**src/rtl/seg7_scan_decoder.sv**
```systemverilog
// seg7_scan_decoder: recovers the four hex digits shown on a multiplexed,
// active-low 7-segment display bus and publishes them as complete frames.
// Optional build macro: SEG_INPUT_SYNC_EN adds a two-flop input synchronizer
// (two extra cycles of capture latency) ahead of the stability counter.
module seg7_scan_decoder #(
    parameter int unsigned STABLE_CYCLES = 4
) (
    input  logic       clk_in,
    input  logic       rst,
    input  logic       AN0,
    input  logic       AN1,
    input  logic       AN2,
    input  logic       AN3,
    input  logic [6:0] LEDin,
    output logic [3:0] DN0,
    output logic [3:0] DN1,
    output logic [3:0] DN2,
    output logic [3:0] DN3,
    output logic       frame_valid,
    output logic       seg_err
);

    localparam int unsigned SAMP_W = 11;
    localparam int unsigned CNT_W  = 8;
    localparam logic [SAMP_W-1:0] SAMP_IDLE = {4'hF, 7'h7F};
    localparam logic [CNT_W-1:0]  CNT_MAX   = CNT_W'(STABLE_CYCLES);
    localparam logic [CNT_W-1:0]  CNT_PRE   = CNT_W'(STABLE_CYCLES - 1);

    typedef enum logic {
        ST_COLLECT = 1'b0,
        ST_PUBLISH = 1'b1
    } state_t;

    // Exactly one anode low marks a valid digit strobe.
    function automatic logic is_strobe(input logic [3:0] an);
        case (an)
            4'b1110, 4'b1101, 4'b1011, 4'b0111: is_strobe = 1'b1;
            default:                            is_strobe = 1'b0;
        endcase
    endfunction

    function automatic logic [1:0] an_index(input logic [3:0] an);
        case (an)
            4'b1101: an_index = 2'd1;
            4'b1011: an_index = 2'd2;
            4'b0111: an_index = 2'd3;
            default: an_index = 2'd0;
        endcase
    endfunction

    // Returns {legal, nibble}; anything outside the 16 glyphs is illegal.
    function automatic logic [4:0] seg_decode(input logic [6:0] seg);
        case (seg)
            7'h01: seg_decode = {1'b1, 4'h0};
            7'h4F: seg_decode = {1'b1, 4'h1};
            7'h12: seg_decode = {1'b1, 4'h2};
            7'h06: seg_decode = {1'b1, 4'h3};
            7'h4C: seg_decode = {1'b1, 4'h4};
            7'h24: seg_decode = {1'b1, 4'h5};
            7'h20: seg_decode = {1'b1, 4'h6};
            7'h0F: seg_decode = {1'b1, 4'h7};
            7'h00: seg_decode = {1'b1, 4'h8};
            7'h04: seg_decode = {1'b1, 4'h9};
            7'h08: seg_decode = {1'b1, 4'hA};
            7'h60: seg_decode = {1'b1, 4'hB};
            7'h31: seg_decode = {1'b1, 4'hC};
            7'h42: seg_decode = {1'b1, 4'hD};
            7'h30: seg_decode = {1'b1, 4'hE};
            7'h38: seg_decode = {1'b1, 4'hF};
            default: seg_decode = {1'b0, 4'h0};
        endcase
    endfunction

    logic [SAMP_W-1:0] samp_in;

`ifdef SEG_INPUT_SYNC_EN
    logic [SAMP_W-1:0] sync1;
    logic [SAMP_W-1:0] sync2;

    // Two-flop synchronizer for the asynchronous display bus.
    always_ff @(posedge clk_in or negedge rst) begin
        if (!rst) begin
            sync1 <= SAMP_IDLE;
            sync2 <= SAMP_IDLE;
        end else begin
            sync1 <= {AN3, AN2, AN1, AN0, LEDin};
            sync2 <= sync1;
        end
    end

    assign samp_in = sync2;
`else
    assign samp_in = {AN3, AN2, AN1, AN0, LEDin};
`endif

    logic [SAMP_W-1:0] samp;
    logic [CNT_W-1:0]  cnt;
    logic              cap;

    // Sample register, stability counter and one-shot capture strobe.
    always_ff @(posedge clk_in or negedge rst) begin
        if (!rst) begin
            samp <= SAMP_IDLE;
            cnt  <= '0;
            cap  <= 1'b0;
        end else begin
            samp <= samp_in;
            cap  <= is_strobe(samp_in[10:7]) && (samp_in == samp) && (cnt == CNT_PRE);
            if (!is_strobe(samp_in[10:7])) begin
                cnt <= '0;
            end else if (samp_in != samp) begin
                cnt <= CNT_W'(1);
            end else if (cnt != CNT_MAX) begin
                cnt <= cnt + CNT_W'(1);
            end
        end
    end

    // samp still holds the captured value on the cycle cap is high.
    logic [4:0] dec_c;
    logic [1:0] idx_c;
    assign dec_c = seg_decode(samp[6:0]);
    assign idx_c = an_index(samp[10:7]);

    state_t          state, state_nxt;
    logic [3:0]      seen, seen_nxt;
    logic [3:0][3:0] coll, coll_nxt;
    logic [3:0][3:0] dn, dn_nxt;
    logic            fv_nxt;
    logic            err_nxt;

    // Frame FSM state and output registers.
    always_ff @(posedge clk_in or negedge rst) begin
        if (!rst) begin
            state       <= ST_COLLECT;
            seen        <= '0;
            coll        <= '0;
            dn          <= '0;
            frame_valid <= 1'b0;
            seg_err     <= 1'b0;
        end else begin
            state       <= state_nxt;
            seen        <= seen_nxt;
            coll        <= coll_nxt;
            dn          <= dn_nxt;
            frame_valid <= fv_nxt;
            seg_err     <= err_nxt;
        end
    end

    // Capture handling, frame completion and atomic publish.
    always_comb begin
        state_nxt = state;
        seen_nxt  = seen;
        coll_nxt  = coll;
        dn_nxt    = dn;
        fv_nxt    = 1'b0;
        err_nxt   = 1'b0;

        if (cap) begin
            if (dec_c[4]) begin
                coll_nxt[idx_c] = dec_c[3:0];
                seen_nxt[idx_c] = 1'b1;
            end else begin
                err_nxt = 1'b1;
            end
        end

        case (state)
            ST_COLLECT: begin
                if (seen_nxt == 4'hF) begin
                    dn_nxt    = coll_nxt;
                    seen_nxt  = 4'h0;
                    fv_nxt    = 1'b1;
                    state_nxt = ST_PUBLISH;
                end
            end
            ST_PUBLISH: state_nxt = ST_COLLECT;
            default:    state_nxt = ST_COLLECT;
        endcase
    end

    assign DN0 = dn[0];
    assign DN1 = dn[1];
    assign DN2 = dn[2];
    assign DN3 = dn[3];

endmodule
```
**config.mk**
```make
export PLATFORM = sky130hd
export DESIGN_NAME = seg7_scan_decoder
export DESIGN_NICKNAME = d
export VERILOG_FILES = /design/src/rtl/seg7_scan_decoder.sv
export SDC_FILE = /design/constraint.sdc
export NUM_CORES = 1
export LEC_CHECK = 0
export ABC_AREA = 1
export BUFFER_PORTS_ARGS = -buffer_cell sky130_fd_sc_hd__buf_2
export CAP_MARGIN = 10
export CORE_MARGIN = 2
export CORE_UTILIZATION = 65
export CTS_BUF_LIST = sky130_fd_sc_hd__clkbuf_4 sky130_fd_sc_hd__clkbuf_8
export CTS_CLUSTER_DIAMETER = 60
export DETAILED_ROUTE_END_ITERATION = 16
export PLACE_DENSITY = 0.95
export SLEW_MARGIN = 15
export SYNTH_ARGS = -nofsm -noshare
export SYNTH_HDL_FRONTEND = slang
export SYNTH_SLANG_ARGS = --single-unit
```
**constraint.sdc**
```tcl
create_clock -name clk_in -period 5.9 [get_ports clk_in]
set_clock_uncertainty 0.15 [all_clocks]
set_input_delay 0.295 -clock clk_in [delete_from_list [all_inputs] [get_ports clk_in]]
set_output_delay 0.295 -clock clk_in [all_outputs]
set_load 0.01 [all_outputs]
```
==> flow_summary.yaml <==
final_layout:
  drive_above_1_share_pct: 26.3
  fin_cells: 482
  area_growth_pct: 15.4
  final_common_cell: "nand2_1"
  antennaDiodeCount: 0
  nNetsFinal: 440
  final_cell_mix: "nand2_1, dfrtp_1, nor2_1, buf_2, inv_1"
global_routing:
  grt_overflow: 0
  grt.total_usage_pct: 29.0
  grt_pass1_vias: 2521
  grt_max_degree: 59
  grt_pass1_wl_mm: 11.5
  antenna_found_initial: 0
critical_path:
  crit_top_cell: "nand2_1"
  end_kind: "register"
  criticalPathCategory: "reg -> reg"
  cpLargestDelayFamily: "simple AND/OR/NAND/NOR gates"
  cp_max_fo: 21
  path_cells: "nor2_1 -> nand3_1 -> nand2_1 -> nor3_1 -> nand2_2 -> nand3_2 -> nand3_1 -> nor2_4 -> nand2_1 -> nand2_1"
  start_kind: "register"
  crit_required_ns: 6.03
  max_stage_delay_ns: 0.56
  cp_data_arrival_time_ns: 2.56
  cp.buffers_inverters: 0
  slowest_stage: "dfstp_2"
sta:
  min_period_ns: 2.43
  timing.slew.headroom_pct: 52.7
  timing.final.max_slew_violations: 0
  period_share_pct: 41.3
  rsz0062_at_grt: "no"
  max_freq_mhz: 411
  setup_violations: 0
  tightest_slew_ns: 0.709
  tns_ns: 0
  fin_hold_ws_ns: 0.320
  finalHoldViolations: 0
pwr:
  p_leak_uw: 0.00198
  peakVddDrop_uv: 227
  powerDensity_nw_per_um2: 235
synthesis:
  synth-xor-area-share_pct: 3.15
  ys_warn_count: 0
  synth_top_cell_area_share_pct: 38.5
  synthAdderAreaFrac_pct: 0.819
  avgSynthCellArea_um2: 8.13
  syn_area_um2: 3060
  synth-main-ff-cell: "dfrtp_1"
  synth.area.mux_share_pct: 0
  synth_edf_count: 0
  synthTopCellsByArea: "dfrtp_1, nand2_1, dfstp_2"
  synth-seq-cells: 58
  synth_top_family_by_area: "simple AND/OR/NAND/NOR gates"
  synthCells: 376
  yosys.area_share.simple_pct: 38.0
  ys_types: 26
  async_flop_share_pct: 100
  yosys.area.top_type: "dfrtp_1"
  synthesis.nets: 391
  ys_seq_area_share_pct: 48.0
  synth_compound_area_share_pct: 3.40
routing:
  wire_per_inst_um: 14.2
  vias_per_cell: 5.44
  drc_errors: 0
  antenna_left: 0
  drtIter0Drc: 186
  dr_total_vias: 2624
  routed_wl_mm: 6.84
  first_pass_iters: 5
clocking:
  cts_inserted_buffers: 9
  clk_latency_ns: 0.34
  clkTransAtPathRegs_ns: 0.06
  cts_sinks: 58
  cts_hold_buf: 12
  ctsHtreeMaxLevel: 3
  postCtsSetupRepairBufs: 0
  cts-resized-gates: 0
  clockBufferDepth: 2
  cts-root-buf: "clkbuf_8"
  cts_tree: "yes"
floorplanning:
  rows: 24
  fp.dieW_um: 72.6
  initial_utilization_pct: 68.7
  die_h_um: 72.6
  io_pins: 31
  dieArea_um2: 5260
  core_area_um2: 4440
placed_design:
  dp_cells: 454
  port_buffers: 30
  finalWeightedCongestion: 0.925
  dp_hpwl_mm: 4.34
min_path:
  min-delay-path-class: "reg -> reg"
job:
  maxCapViolCount: 0
status:
  outcome: "complete, no violations"
flip-flops by register name, summed over array words and instances (netlist names):
| register | count |
|---|---|
| cnt | 8 |
| samp | 11 |
| seg_err | 1 |
| frame_valid | 1 |
| seen | 4 |
| DN1 | 4 |
| DN0 | 4 |
| cap | 1 |
| DN3 | 4 |
| DN2 | 4 |
| coll | 16 |
through the flow:
stage	setup WS (ns)	cell area, µm²	utilization, %	power (µW)
global placement	3.63	3210	72.3	469
CTS	3.52	3530	79.4	831
finish	3.47	3530	79.4	828
detailed placement	3.55	3210	72.3	470
floorplan	3.87	3060	-	451
global route	3.31	3530	79.4	857
synth_stat cells (2+ instances only):
| library cell | number |
|---|---|
| xnor2_1 | 7 |
| ha_1 | 2 |
| nand3_2 | 2 |
| a211oi_1 | 2 |
| dfrtp_1 | 47 |
| buf_6 | 4 |
| nor3_1 | 8 |
| inv_2 | 8 |
| o21ai_0 | 8 |
| xor2_1 | 4 |
| dfstp_2 | 11 |
| nand2_4 | 9 |
| nor2_2 | 10 |
| or2_2 | 3 |
| nand4_1 | 4 |
| nor2_1 | 42 |
| nand2_2 | 18 |
| nand2_1 | 121 |
| a21oi_1 | 8 |
| inv_1 | 29 |
| nand3_1 | 20 |
| nor2_4 | 5 |
worst paths after layout:
kind / cells after the start / from / slack (ns) / to
worst min register to register: 2 / DN2[0] / 0.32 / DN2[0]
max in group asynchronous: 3 / rst / 4.65 / DN2[0]
worst max register to register: 10 / samp[8] / 3.47 / DN2[2]
min in group asynchronous: 3 / rst / 0.49 / cnt[0]
worst max-delay path: 10 / samp[8] / 3.47 / DN2[2]
worst min-delay path: 2 / DN2[0] / 0.32 / DN2[0]
cells by family (layout without fill, tap and decap cells):
logic type      count (synthesis)  after routing
compound gates                 19             19
fa+ha+maj                       2              2
xor+xnor                       11             11
buf+inv                        42             96
flops                          58             58
simple gates                  244            244
final cells by class:
class,instances,area (µm²)
multi-input cells,276,1390
well taps,52,65.1
flip-flops and latches,58,1470
fillers,264,917
clock inverters,7,70.1
clock buffers,9,124
repair buffers,43,278
inverters,37,139
power by group:
part,internal [µW],switching [µW]
Sequential,406,7.53
Clock,194,162
Combinational,22.4,36.7
Total,622,206
worst register-to-register path, delay by kind of cell, from the launching register on:
family / cells / cell delay, ns
and+or+nand+nor: 10 / 1.67
DFF: 1 / 0.56
metal layers:
| layer | global-route usage (%) | share of wire, % | vias up | wire, µm |
|---|---|---|---|---|
| met5 | 0 | 0 | - | 0 |
| met4 | 18.3 | 3.8 | 0 | 263 |
| met3 | 6.39 | 4.8 | 28 | 330 |
| met2 | 45.6 | 49 | 101 | 3380 |
| met1 | 36.6 | 42 | 1233 | 2860 |
| li1 | - | - | 1262 | - |
No activity file was read; power rests on OpenSTA's default activity.
